### src/rtl/keypad_pkg.sv
// -----------------------------------------------------------------------------
// keypad_pkg
// Shared definitions for the 4x4 matrix keypad scanner:
//   - kp_state_e       : scanner FSM states
//   - KEY_MAP          : hex code of each key, indexed [row][col]
//   - onehot_low_valid : true when exactly one row line is pulled low
//   - row_index        : index of the single low row line
//   - col_drive        : active-low one-hot column drive for a column index
// -----------------------------------------------------------------------------
package keypad_pkg;

    typedef enum logic [1:0] {
        SCAN     = 2'd0,
        DEBOUNCE = 2'd1,
        HELD     = 2'd2
    } kp_state_e;

    // Row 3 carries the '*' and '#' keys, encoded as E and F.
    localparam logic [3:0] KEY_MAP [4][4] = '{
        '{4'h1, 4'h2, 4'h3, 4'hA},
        '{4'h4, 4'h5, 4'h6, 4'hB},
        '{4'h7, 4'h8, 4'h9, 4'hC},
        '{4'hE, 4'h0, 4'hF, 4'hD}
    };

    // Several simultaneous rows are ambiguous, so only a single low row counts.
    function automatic logic onehot_low_valid(input logic [3:0] rows);
        logic ok;
        case (rows)
            4'b1110, 4'b1101, 4'b1011, 4'b0111: ok = 1'b1;
            default:                            ok = 1'b0;
        endcase
        return ok;
    endfunction

    function automatic logic [1:0] row_index(input logic [3:0] rows);
        logic [1:0] idx;
        case (rows)
            4'b1110: idx = 2'd0;
            4'b1101: idx = 2'd1;
            4'b1011: idx = 2'd2;
            4'b0111: idx = 2'd3;
            default: idx = 2'd0;
        endcase
        return idx;
    endfunction

    function automatic logic [3:0] col_drive(input logic [1:0] idx);
        logic [3:0] drv;
        case (idx)
            2'd0:    drv = 4'b1110;
            2'd1:    drv = 4'b1101;
            2'd2:    drv = 4'b1011;
            2'd3:    drv = 4'b0111;
            default: drv = 4'b1110;
        endcase
        return drv;
    endfunction

endpackage

### src/rtl/sync2.sv
// -----------------------------------------------------------------------------
// sync2
// Two-flop synchronizer for asynchronous level inputs.
// Parameters: W (width), RST_VAL (value loaded on reset).
// Ports:
//   clk   : system clock
//   rst_i : synchronous active-high reset
//   d     : asynchronous input
//   q     : synchronized output (two clk cycles of delay)
// -----------------------------------------------------------------------------
module sync2 #(
    parameter int           W       = 4,
    parameter logic [W-1:0] RST_VAL = {W{1'b1}}
) (
    input  logic         clk,
    input  logic         rst_i,
    input  logic [W-1:0] d,
    output logic [W-1:0] q
);

    logic [W-1:0] meta_r;
    logic [W-1:0] sync_r;

    // Metastability stage followed by the stable stage.
    always_ff @(posedge clk) begin
        if (rst_i) begin
            meta_r <= RST_VAL;
            sync_r <= RST_VAL;
        end else begin
            meta_r <= d;
            sync_r <= meta_r;
        end
    end

    assign q = sync_r;

endmodule

### src/rtl/keypad_scanner.sv
// -----------------------------------------------------------------------------
// keypad_scanner
// Scans a 4x4 active-low matrix keypad column by column, debounces presses
// and releases, encodes the key to a hex nibble and shifts it into data_o.
// Parameters: DW (data_o width, multiple of 4), SCAN_DIV (clk cycles per
// column), DEBOUNCE_CNT (stable samples needed for press/release).
// Ports:
//   clk         : system clock
//   rst_i       : synchronous active-high reset
//   row_i       : keypad rows, active-low, asynchronous
//   clr_i       : synchronous clear of data_o
//   col_o       : column drive, active-low, exactly one bit low
//   key_valid_o : one-cycle pulse per accepted press
//   key_code_o  : code of the last accepted key
//   data_o      : shift register of accepted codes, newest in [3:0]
// -----------------------------------------------------------------------------
module keypad_scanner
    import keypad_pkg::*;
#(
    parameter int DW           = 32,
    parameter int SCAN_DIV     = 100000,
    parameter int DEBOUNCE_CNT = 4
) (
    input  logic          clk,
    input  logic          rst_i,
    input  logic [3:0]    row_i,
    input  logic          clr_i,
    output logic [3:0]    col_o,
    output logic          key_valid_o,
    output logic [3:0]    key_code_o,
    output logic [DW-1:0] data_o
);

    localparam int PW = (SCAN_DIV > 1) ? $clog2(SCAN_DIV) : 1;
    localparam int CW = $clog2(DEBOUNCE_CNT + 1);

    localparam logic [PW-1:0] PERIOD_LAST = PW'(SCAN_DIV - 1);
    localparam logic [PW-1:0] PERIOD_ONE  = PW'(1);
    localparam logic [PW-1:0] PERIOD_ZERO = PW'(0);
    localparam logic [CW-1:0] DEB_TARGET  = CW'(DEBOUNCE_CNT);
    localparam logic [CW-1:0] CNT_ONE     = CW'(1);
    localparam logic [CW-1:0] CNT_ZERO    = CW'(0);
    localparam bit            DEB_ONE     = (DEBOUNCE_CNT == 1);

    logic [3:0]    rs_s;
    logic          strobe_s;
    logic [PW-1:0] period_r;

    kp_state_e     state_r;
    kp_state_e     state_s;
    logic [1:0]    col_idx_r;
    logic [1:0]    col_idx_s;
    logic [CW-1:0] cnt_r;
    logic [CW-1:0] cnt_s;
    logic [CW-1:0] cnt_inc_s;
    logic [3:0]    cand_r;
    logic [3:0]    cand_s;
    logic          accept_s;
    logic [3:0]    code_s;

    logic [3:0]    col_r;
    logic          key_valid_r;
    logic [3:0]    key_code_r;
    logic [DW-1:0] data_r;

    sync2 #(
        .W       (4),
        .RST_VAL (4'b1111)
    ) u_row_sync (
        .clk   (clk),
        .rst_i (rst_i),
        .d     (row_i),
        .q     (rs_s)
    );

    // The strobe lands at the end of each column period so rows have settled.
    assign strobe_s  = (period_r == PERIOD_LAST);
    assign cnt_inc_s = cnt_r + CNT_ONE;
    // At any accept the synchronized rows equal the candidate pattern.
    assign code_s    = KEY_MAP[row_index(rs_s)][col_idx_r];

    // Free-running column period counter.
    always_ff @(posedge clk) begin
        if (rst_i) begin
            period_r <= PERIOD_ZERO;
        end else if (strobe_s) begin
            period_r <= PERIOD_ZERO;
        end else begin
            period_r <= period_r + PERIOD_ONE;
        end
    end

    // Next-state logic: scan, debounce a press, then wait for a stable release.
    always_comb begin
        state_s   = state_r;
        col_idx_s = col_idx_r;
        cnt_s     = cnt_r;
        cand_s    = cand_r;
        accept_s  = 1'b0;
        if (strobe_s) begin
            case (state_r)
                SCAN: begin
                    if (onehot_low_valid(rs_s)) begin
                        cand_s = rs_s;
                        if (DEB_ONE) begin
                            accept_s = 1'b1;
                            state_s  = HELD;
                            cnt_s    = CNT_ZERO;
                        end else begin
                            state_s  = DEBOUNCE;
                            cnt_s    = CNT_ONE;
                        end
                    end else begin
                        col_idx_s = col_idx_r + 2'd1;
                    end
                end
                DEBOUNCE: begin
                    if (rs_s == cand_r) begin
                        if (cnt_inc_s == DEB_TARGET) begin
                            accept_s = 1'b1;
                            state_s  = HELD;
                            cnt_s    = CNT_ZERO;
                        end else begin
                            cnt_s    = cnt_inc_s;
                        end
                    end else begin
                        state_s   = SCAN;
                        cnt_s     = CNT_ZERO;
                        col_idx_s = col_idx_r + 2'd1;
                    end
                end
                HELD: begin
                    // Any non-idle sample restarts the release count.
                    if (rs_s == 4'b1111) begin
                        if (cnt_inc_s == DEB_TARGET) begin
                            state_s   = SCAN;
                            cnt_s     = CNT_ZERO;
                            col_idx_s = col_idx_r + 2'd1;
                        end else begin
                            cnt_s     = cnt_inc_s;
                        end
                    end else begin
                        cnt_s = CNT_ZERO;
                    end
                end
                default: begin
                    state_s = SCAN;
                    cnt_s   = CNT_ZERO;
                end
            endcase
        end else begin
            state_s = state_r;
        end
    end

    // FSM state, column index, counters and candidate registers.
    always_ff @(posedge clk) begin
        if (rst_i) begin
            state_r   <= SCAN;
            col_idx_r <= 2'd0;
            col_r     <= 4'b1110;
            cnt_r     <= CNT_ZERO;
            cand_r    <= 4'b1111;
        end else begin
            state_r   <= state_s;
            col_idx_r <= col_idx_s;
            col_r     <= col_drive(col_idx_s);
            cnt_r     <= cnt_s;
            cand_r    <= cand_s;
        end
    end

    // Accepted-key outputs: pulse, held code and shift register with clear.
    always_ff @(posedge clk) begin
        if (rst_i) begin
            key_valid_r <= 1'b0;
            key_code_r  <= 4'h0;
            data_r      <= {DW{1'b0}};
        end else begin
            key_valid_r <= accept_s;
            if (accept_s) begin
                key_code_r <= code_s;
            end else begin
                key_code_r <= key_code_r;
            end
            if (accept_s && clr_i) begin
                data_r <= {{(DW-4){1'b0}}, code_s};
            end else if (accept_s) begin
                data_r <= {data_r[DW-5:0], code_s};
            end else if (clr_i) begin
                data_r <= {DW{1'b0}};
            end else begin
                data_r <= data_r;
            end
        end
    end

    assign col_o       = col_r;
    assign key_valid_o = key_valid_r;
    assign key_code_o  = key_code_r;
    assign data_o      = data_r;

endmodule
### config.mk
export PLATFORM = sky130hd
export DESIGN_NAME = keypad_scanner
export DESIGN_NICKNAME = d
export VERILOG_FILES = /design/src/rtl/keypad_pkg.sv /design/src/rtl/sync2.sv /design/src/rtl/keypad_scanner.sv
export SDC_FILE = /design/constraint.sdc
export NUM_CORES = 1
export LEC_CHECK = 0
export CORE_MARGIN = 2
export CORE_UTILIZATION = 45
export CTS_CLUSTER_SIZE = 40
export DETAILED_ROUTE_END_ITERATION = 8
export GPL_ROUTABILITY_DRIVEN = 0
export PLACE_DENSITY = 0.73
export SYNTH_ARGS = -nofsm -noshare
export SYNTH_HDL_FRONTEND = slang
export SYNTH_SLANG_ARGS = --single-unit
### constraint.sdc
create_clock -name clk -period 3.4 [get_ports clk]
set_input_delay 0.51 -clock clk [delete_from_list [all_inputs] [get_ports clk]]
set_output_delay 0.51 -clock clk [all_outputs]
set_load 0.005 [all_outputs]
### After elaboration in Yosys (flattened, before gate mapping)

Cells that the tools add are included.

| storage, ports and cells | value |
|---|---|
| register bits after elaboration | 77 |
| output and inout bits | 41 |
| input bits | 7 |
| logic and storage cells | 82 |

| operators by class | value |
|---|---|
| muxes and demuxes | 35 |
| reductions and logical operators | 11 |
| magnitude comparators | 2 |
| add/sub/neg operators | 3 |
| equality and inequality tests | 17 |
| bitwise logic cells | 2 |

Operators by type and width:

| operator | count |
|---|---|
| 32-bit two-way mux | 2 |
| 16-bit binary-select mux with 2-bit select | 1 |
| 16-bit two-way mux | 2 |
| 2-bit two-way mux | 10 |
| 2-bit one-hot mux with 3 select lines | 3 |
| 17-bit by 1-bit adder with 17-bit output (second input constant) | 1 |
| 17-bit equality test (second input constant) | 1 |
| 4-bit equality test (second input constant) | 4 |
| 4-bit one-hot mux with 4 select lines | 1 |
| 3-bit two-way mux | 4 |
| 4-bit two-way mux | 3 |
| 3-bit one-hot mux with 3 select lines | 1 |
| 4-bit binary-select mux with 2-bit select | 1 |
| 1-bit two-way mux | 7 |
| 2-bit equality test (second input constant) | 3 |
| 3-bit >= comparator (second input constant) | 2 |
| 2-bit inequality test (second input constant) | 3 |
| 2-bit inverter with 3-bit output | 2 |
| 5-bit AND reduction | 1 |
| 2-bit by 1-bit equality test with 1-bit output (second input constant) | 2 |
| 4-bit by 3-bit equality test with 1-bit output (second input constant) | 1 |
| 4-bit equality test | 1 |
| 2-bit zero test | 2 |
| 2-bit OR reduction | 2 |
| 10 further kinds | 10 |

### Depth between registers and ports, before layout

Gate-level depths: netlist of run 1.

| depth | value |
|---|---|
| word-level depth | 11 |
| gate-level depth with buffers | 8 |
| gate-level depth less buffers | 6 |

### Modules after synthesis

From an unflattened synthesis of run 1, not the netlist that was laid out.

| second synthesis, totals | value |
|---|---|
| cell total of the unflattened synthesis | 381 |
| area, all modules | 3,246.9 um^2 |

Modules (own cells, without submodules):

| module | area an instance (um^2) | cells an instance | sequential area each (um^2) | times used |
|---|---|---|---|---|
| keypad_scanner | 3,036.7 | 365 | 1,381.3 | 1 |
| sync2 | 210.2 | 16 | 160.2 | 1 |

### Worst setup path before layout of run 1

Ideal clock, no wire load.

| timing | value |
|---|---|
| path kind | flip-flop to flip-flop |
| start | register period_r[0] |
| end | register col_r[2] (netlist: col_o[2]) |
| clock period less this slack | 1.933 ns |
| arrival | 1.814 ns |
| cell stages (with the launch flop) | 8 |
| library setup time | 0.119 ns |
| data required time | 3.281 ns |
| buffers on the path | 1 |
| path slack | 1.467 ns |
| path through | dfxtp_1 -> ha_1 -> and4_1 -> and4_1 -> buf_4 -> nand3_1 -> or4b_1 -> a21boi_1 |

| on the way | value |
|---|---|
| cells in the longest elaborated chain, start to end | 4 |
| elaborated cells on any way between the ends | 7 |
| those cells by class | 4 x eq/ne; 2 x mux; 1 x reduce/logical |

Ends and longest elaborated chain:

| element | RTL line | text |
|---|---|---|
| from (decl) | keypad_scanner.sv:47 | `logic [PW-1:0] period_r;` |
| from (signal assigned) | keypad_scanner.sv:89 | `period_r <= period_r + PERIOD_ONE;` |
| 17-bit equality test * | keypad_scanner.sv:77 | `assign strobe_s = (period_r == PERIOD_LAST);` |
| 2-bit two-way mux * | keypad_scanner.sv:100 | `if (strobe_s) begin` |
| 2-bit equality test (tied with other cells) | keypad_pkg.sv:50 | `case (idx)` |
| 4-bit one-hot mux with 4 select lines * | keypad_pkg.sv:50 |  |
| to (signal assigned) | keypad_scanner.sv:167 | `col_r <= col_drive(col_idx_s);` |
| to (decl) | keypad_scanner.sv:61 | `logic [3:0] col_r;` |

Mark *: on every way between the ends. The rest lies on a longest branch, timed or not.
A chain may end at the register's enable or synchronous reset.

### Worst setup path after layout of run 1

| timing | value |
|---|---|
| start | register u_row_sync.sync_r[3] (netlist: u_row_sync.q[3]) |
| end | register col_idx_r[0] |

| on the way | value |
|---|---|
| cells in the longest elaborated chain, start to end | 8 |
| elaborated cells on any way between the ends | 15 |
| those cells by class | 6 x eq/ne; 8 x mux; 1 x reduce/logical |

Ends and longest elaborated chain:

| element | RTL line | text |
|---|---|---|
| from (decl) | sync2.sv:22 | `logic [W-1:0] sync_r;` |
| from (signal assigned) | sync2.sv:31 | `sync_r <= meta_r;` |
| 4-bit equality test / 4-bit by 3-bit equality test with 1-bit output (equally long branches) | keypad_pkg.sv:29 | `case (rows)` |
| 4-bit OR reduction | keypad_pkg.sv:29 |  |
| 1-bit two-way mux | keypad_pkg.sv:29 |  |
| 1-bit two-way mux | keypad_scanner.sv:101 | `case (state_r)` |
| 1-bit two-way mux | keypad_scanner.sv:100 |  |
| 2-bit two-way mux | keypad_scanner.sv:103 | `if (onehot_low_valid(rs_s)) begin` |
| 2-bit one-hot mux with 3 select lines * | keypad_scanner.sv:101 |  |
| 2-bit two-way mux * | keypad_scanner.sv:100 |  |
| to (signal assigned) | keypad_scanner.sv:166 | `col_idx_r <= col_idx_s;` |
| to (decl) | keypad_scanner.sv:51 | `logic [1:0] col_idx_r;` |

Mark *: on every way between the ends. The rest lies on a longest branch, timed or not. The select of a mux whose other input is x is not followed.

==> results.sh, run 1 <==
export IMPL_cts_buffers=9
export IMPL_totalWireLength_um=7230
export IMPL_synth_top_family_by_area="simple AND/OR/NAND/NOR gates"
export IMPL_dpl_worst_slack_ps=1020
export IMPL_switching_power_mw=0.361
export IMPL_grt_pass1_wl_um=12300
export IMPL_worst_slack_ps=1160
export IMPL_finalCritPeriodShare_pct=66.0
export IMPL_skew_ps=5.59
export IMPL_synthesis_area_um2=3410
export IMPL_yosysTopAreaCellShare_pct=45.2
export IMPL_first_global_vias=2666
export IMPL_die_w_um=91.1
export IMPL_crit_type="reg -> reg"
export IMPL_grt_util_all_layers_pct=18.0
export IMPL_synthArstFlopShare_pct=0
export IMPL_num_nets_final=443
export IMPL_synthMuxAreaShare_pct=2.38
export IMPL_hold_class="reg -> reg"
export IMPL_port_buffers=47
export IMPL_num_rows=31
export IMPL_finalSetupTns_ps=0
export IMPL_hpwl_um=5110
export IMPL_yosysWarnings=0
export IMPL_num_io_pins=48
export IMPL_cp_required_ps=3650
export IMPL_diodes=0
export IMPL_hold_viol_final=0
export IMPL_area_growth_pct=20.5
export IMPL_setup_violations=0
export IMPL_r2r_slack_ps=1160
export IMPL_synthFlopType="dfxtp_1"
export IMPL_startpoint_type="flop"
export IMPL_synth_compound_gate_area_share_pct=13.0
export IMPL_power_internal_mw=1.33
export IMPL_die_h_um=91.1
export IMPL_p_comb_share_pct=3.7
export IMPL_hold_depth=1
export IMPL_yosysTopAreaCell="dfxtp_1"
export IMPL_swShare_pct=21.4
export IMPL_arrival_ps=2490
export IMPL_endpoint_kind="flop"
export IMPL_final_min_clock_period_ps=2240
export IMPL_grt_max_degree=34
export IMPL_synth_nets=408
export IMPL_ant_nets=0
export IMPL_min_to="u_row_sync.q[3]$_SDFF_PP1_"
export IMPL_vias=2876
export IMPL_core_region_area_um2=7290
export IMPL_yosysSeqAreaShare_pct=45.2
export IMPL_worstSkewPairLatency_ps=350
export IMPL_synthXorXnorAreaFrac_pct=5.39
export IMPL_max_freq_mhz=445
export IMPL_irDropWorstVdd_v=0.000261
export IMPL_cts_buffer_depth=2
export IMPL_clk_pin_slew_ps=70
export IMPL_avgRoutedWirePerCell_um=13.5
export IMPL_outcome="finished, final reports clean"
export IMPL_synthTopCellsByArea="dfxtp_1, nand2_1, a21oi_1"
export IMPL_p_seq_share_pct=54.4
export IMPL_drt_initial_drc_count=86
export IMPL_synth_simple_gate_area_share_pct=28.4
export IMPL_slew_viol_final=0
export IMPL_initial_core_util_pct=46.8
export IMPL_drc=0
export IMPL_worstHoldStart="u_row_sync.meta_r[3]$_SDFF_PP1_"
export IMPL_cts_hold_buf=0
export IMPL_relSlewSlack_pct=61.8
export IMPL_p_per_area_nw_per_um2=412
export IMPL_worst_pin_slew_ps=573
export IMPL_cts_root_buffer="clkbuf_8"
export IMPL_synth_adder_area_share_pct=1.10
export IMPL_cap_violations=0
export IMPL_synth_most_common_cell="nand2_1"
export IMPL_die_area_um2=8290
export IMPL_synthCells=398
export IMPL_postCtsSetupBuffers=0
export IMPL_yosys_cell_types_count=57
export IMPL_r2r_cells=5
export IMPL_avgViaCountPerCell=5.36
export IMPL_nFillCells=715
export IMPL_avgSynthCellArea_um2=8.57
export IMPL_ys_seq_elements=77
export IMPL_grt_overflow_total=0
export IMPL_r2r_start="u_row_sync.q[3]$_SDFF_PP1_"
export IMPL_antenna_found_initial=0
export IMPL_synthTopCellsByCount="nand2_1, dfxtp_1, a21oi_1, nor2_1, clkbuf_1"
export IMPL_clockPowerShare_pct=41.9
export IMPL_crit_fanout=16
export IMPL_cts_tree="yes"
export IMPL_power_leakage_nw=1.38
export IMPL_cts_resized=0
export IMPL_dr_pass1_iters=4
export IMPL_grt_setup_unrepaired="false"
export IMPL_ctsHtreeMaxLevel=3
export IMPL_r2r_end="col_idx_r[0]$_SDFF_PP0_"
export IMPL_synth_edf_count=0
export IMPL_drive_gt1_share_pct=10.3
export IMPL_cts_sinks=77
[critical path: stages (launching register included)]
cell and delay, ps:
dfxtp_1 680, and4_1 330, a311o_1 220, o21ai_0 160, nor3_2 380, mux2_2 370
[flip-flops by register name (all words and copies together) (netlist names)]
signal / count
cand_r: 4
cnt_r: 3
col_idx_r: 2
col_o: 4
data_o: 32
key_code_o: 4
key_valid_o: 1
period_r: 17
state_r: 2
u_row_sync.meta_r: 4
u_row_sync.q: 4
[metal layers]
layer	wire (um)	GRT usage [%]	part of all wire [%]
met5	0	0	0
met4	169	9.47	2.3
met3	331	3.57	4.6
met2	3350	27.9	46
met1	3380	23.8	47
[worst max-delay path by stage]
stage | from | end | slack (ps) | cells after the start
3_3_place_gp | rst_i | period_r[7]$_SDFF_PP0_ | 1110 | 4
2_1_floorplan | period_r[0]$_SDFF_PP0_ | col_o[2]$_SDFF_PP1_ | 1470 | 7
3_5_place_dp | rst_i | period_r[13]$_SDFF_PP0_ | 1020 | 4
4_1_cts | u_row_sync.q[3]$_SDFF_PP1_ | data_o[1]$_SDFFE_PP0P_ | 1170 | 6
6_report | u_row_sync.q[3]$_SDFF_PP1_ | col_idx_r[0]$_SDFF_PP0_ | 1160 | 5
5_1_grt | u_row_sync.q[3]$_SDFF_PP1_ | key_code_o[1]$_SDFFE_PP0N_ | 950 | 6
[cell type report]
type                       count  area [um2]  area share, %
clock buffer                  12         165           4.02
clock inverter                 4        45.0           1.10
inverter                       7        26.3          0.639
multi-input combinational    288        1720           41.7
sequential                    77        1540           37.5
tap                           99         124           3.01
timing repair buffer          50         493           12.0
[layout by cell type (no fill, tap or decap), types with 3 or more instances in the layout]
master	instances
clkdlybuf4s50_1	47
dfxtp_1	77
nor4_1	3
or2_2	9
clkinv_2	3
mux2i_1	7
o21ai_0	10
a21oi_2	8
nand4_1	5
nor2b_1	4
inv_1	7
clkbuf_8	12
xnor2_1	12
a21oi_1	33
ha_1	3
nand3_1	11
and2_1	5
nand2_1	82
nor2_1	27
a31oi_1	3
buf_4	3
xor2_1	9
nor3_1	6
and4_1	5
nand3b_1	5
[logic make-up after synthesis]
kind of cell    count (synthesis)
flops                          77
simple gates                  185
fa+ha+maj                       3
compound gates                 71
mux                             8
xor+xnor                       21
buf+inv                        33
[power by group through the flow]
stage	logic (mW)	registers [mW]	clock network, mW
finish	0.0625	0.920	0.709
global route	0.0696	0.921	0.761
CTS	0.0623	0.920	0.729
detailed placement	0.0620	0.941	0
global placement	0.0612	0.940	0
floorplan	0.0514	0.933	0
[through the flow]
step | area (um2) | hold WS [ps] | total power, mW | instances | utilization, %
floorplan | 3410 | 389 | 0.985 | 398 | -
global placement | 3900 | 391 | 1.00 | 521 | 53.5
detailed placement | 3900 | 397 | 1.00 | 521 | 53.5
CTS | 4110 | 416 | 1.71 | 537 | 56.4
global route | 4110 | 435 | 1.75 | 537 | 56.4
finish | 4110 | 413 | 1.69 | 537 | 56.4
Power figures use the tool's default switching activity.
==> run 2, diff against run 1 <==
--- a/config.mk
+++ b/config.mk
@@ -10,7 +10,7 @@
 export CTS_CLUSTER_SIZE = 40
 export DETAILED_ROUTE_END_ITERATION = 8
 export GPL_ROUTABILITY_DRIVEN = 0
-export PLACE_DENSITY = 0.73
+export PLACE_DENSITY = 0.75
 export SYNTH_ARGS = -nofsm -noshare
 export SYNTH_HDL_FRONTEND = slang
 export SYNTH_SLANG_ARGS = --single-unit
==> constraint.sdc (replaced) <==
create_clock -name clk -period 2 [get_ports clk]
set_input_delay 0.3 -clock clk [delete_from_list [all_inputs] [get_ports clk]]
set_output_delay 0.3 -clock clk [all_outputs]
set_load 0.005 [all_outputs]
==> results.sh, run 2 (synthesized netlist as in run 1, its figures left out) <==
export IMPL_totalWireLength_um=7280
export IMPL_core_region_area_um2=7290
export IMPL_ctsHtreeMaxLevel=3
export IMPL_slew_viol_final=0
export IMPL_avgViaCountPerCell=5.34
export IMPL_die_h_um=91.1
export IMPL_finalCritPeriodShare_pct=94.8
export IMPL_final_min_clock_period_ps=1900
export IMPL_relSlewSlack_pct=61.9
export IMPL_outcome="finished, final reports clean"
export IMPL_layout_commonest_cell="nand2_1"
export IMPL_drive_gt1_share_pct=16.6
export IMPL_num_nets_final=464
export IMPL_worstSkewPairLatency_ps=350
export IMPL_nFillCells=657
export IMPL_skew_ps=12.2
export IMPL_p_per_area_nw_per_um2=655
export IMPL_die_w_um=91.1
export IMPL_die_area_um2=8290
export IMPL_port_buffers=47
export IMPL_cts_hold_buf=0
export IMPL_drt_initial_drc_count=152
export IMPL_hold_class="reg -> reg"
export IMPL_crit_type="reg -> reg"
export IMPL_vias=2978
export IMPL_fin_util_pct=58.8
export IMPL_first_global_vias=2683
export IMPL_crit_fanout=3
export IMPL_cts_buffers=9
export IMPL_drc=0
export IMPL_antenna_found_initial=0
export IMPL_worst_pin_slew_ps=571
export IMPL_hold_depth=1
export IMPL_dpl_cell_area_um2=4040
export IMPL_dr_pass1_iters=5
export IMPL_cts_tree="yes"
export IMPL_r2r_cells=6
export IMPL_startpoint_type="flop"
export IMPL_endpoint_kind="flop"
export IMPL_num_rows=31
export IMPL_grt_overflow_total=0
export IMPL_power_leakage_nw=1.46
export IMPL_diodes=0
export IMPL_irDropWorstVdd_v=0.000437
export IMPL_cap_violations=0
export IMPL_ant_nets=0
export IMPL_grt_setup_unrepaired="false"
export IMPL_dpl_worst_slack_ps=-23.7
export IMPL_final_cell_mix="nand2_1, dfxtp_1, clkdlybuf4s50_1, a21oi_1, nor2_1"
export IMPL_clk_pin_slew_ps=90
export IMPL_largest_reg_flops=32
export IMPL_initial_core_util_pct=46.8
export IMPL_cp_required_ps=2250
export IMPL_cts_root_buffer="clkbuf_8"
export IMPL_hold_viol_final=0
export IMPL_fin_area_um2=4280
export IMPL_cts_buffer_depth=2
export IMPL_cts_sinks=77
export IMPL_arrival_ps=2150
export IMPL_max_freq_mhz=527
export IMPL_area_growth_pct=25.6
export IMPL_layout_area_seq_um2=1550
export IMPL_num_io_pins=48
export IMPL_grt_pass1_wl_um=12500
export IMPL_grt_max_degree=33
export IMPL_worst_slack_ps=103
export IMPL_avgRoutedWirePerCell_um=13.0
export IMPL_grt_util_all_layers_pct=18.1
export IMPL_finalPower_mw=2.80
export IMPL_multi_input_area_um2=1740
export IMPL_setup_violations=0
export IMPL_hpwl_um=5160
run 2: changes by cell type in the layout (fill, tap and decap cells not counted), sizes merged:
cell      previous run  this run
bufinv               1         0
clkbuf              12        10
clkinvlp             0         2
inv                  7        11
clkinv               3         0
buf                  3        24
run 2: report_power, final:
group / switching [mW] / internal (mW)
clock: 0.612 / 0.506
combinational: 0.0728 / 0.0584
sequential: 0.0108 / 1.54
run 2: worst max-delay path: stages, from the launching register on:
cell	delay (ps)
dfxtp_1	360
ha_2	220
xor2_2	200
a311o_1	210
o21ai_1	110
or4b_4	560
a21boi_1	140
run 2: what timing repair did:
action / in CTS / in global routing
pin swaps: 0 / 3
setup endpoints to repair: 1 / 46
resized for setup: 1 / 14
setup buffers: 0 / 3
cloned: 0 / 0
run 2: path summary, 6_finish.rpt:
path / startpoint / slack [ps] / to
setup / recovery: cnt_r[1]$_SDFFE_PP0P_ / 100 / col_o[2]$_SDFF_PP1_
hold / removal: u_row_sync.meta_r[0]$_SDFF_PP1_ / 420 / u_row_sync.q[0]$_SDFF_PP1_
setup reg to reg: cnt_r[1]$_SDFFE_PP0P_ / 100 / col_o[2]$_SDFF_PP1_
hold reg to reg: u_row_sync.meta_r[0]$_SDFF_PP1_ / 420 / u_row_sync.q[0]$_SDFF_PP1_
run 2: routing by layer:
layer | vias up | wire length, um | global-route usage [%] | part of all wire (%)
li1 | 1482 | - | - | -
met1 | 1408 | 3390 | 24.3 | 47
met2 | 79 | 3430 | 29.2 | 47
met3 | 9 | 361 | 3.40 | 5.0
met4 | 0 | 96 | 6.57 | 1.3
met5 | - | 0 | 0 | 0
run 2: final cells by class:
class | count | area share [%]
clock inverter | 6 | 1.23
inverter | 7 | 0.613
sequential | 77 | 36.1
tap | 99 | 2.89
timing repair buffer | 71 | 15.4
clock buffer | 10 | 3.21
multi-input combinational | 288 | 40.6
run 2: metrics by stage:
| step | hold WS (ps) | std cells | TNS [ps] |
|---|---|---|---|
| 2_1_floorplan | 389 | 398 | 0 |
| 3_3_place_gp | 393 | 539 | 0 |
| 3_5_place_dp | 393 | 539 | -23.7 |
| 4_1_cts | 415 | 555 | 0 |
| 5_1_grt | 441 | 558 | 0 |
| 6_report | 417 | 558 | 0 |
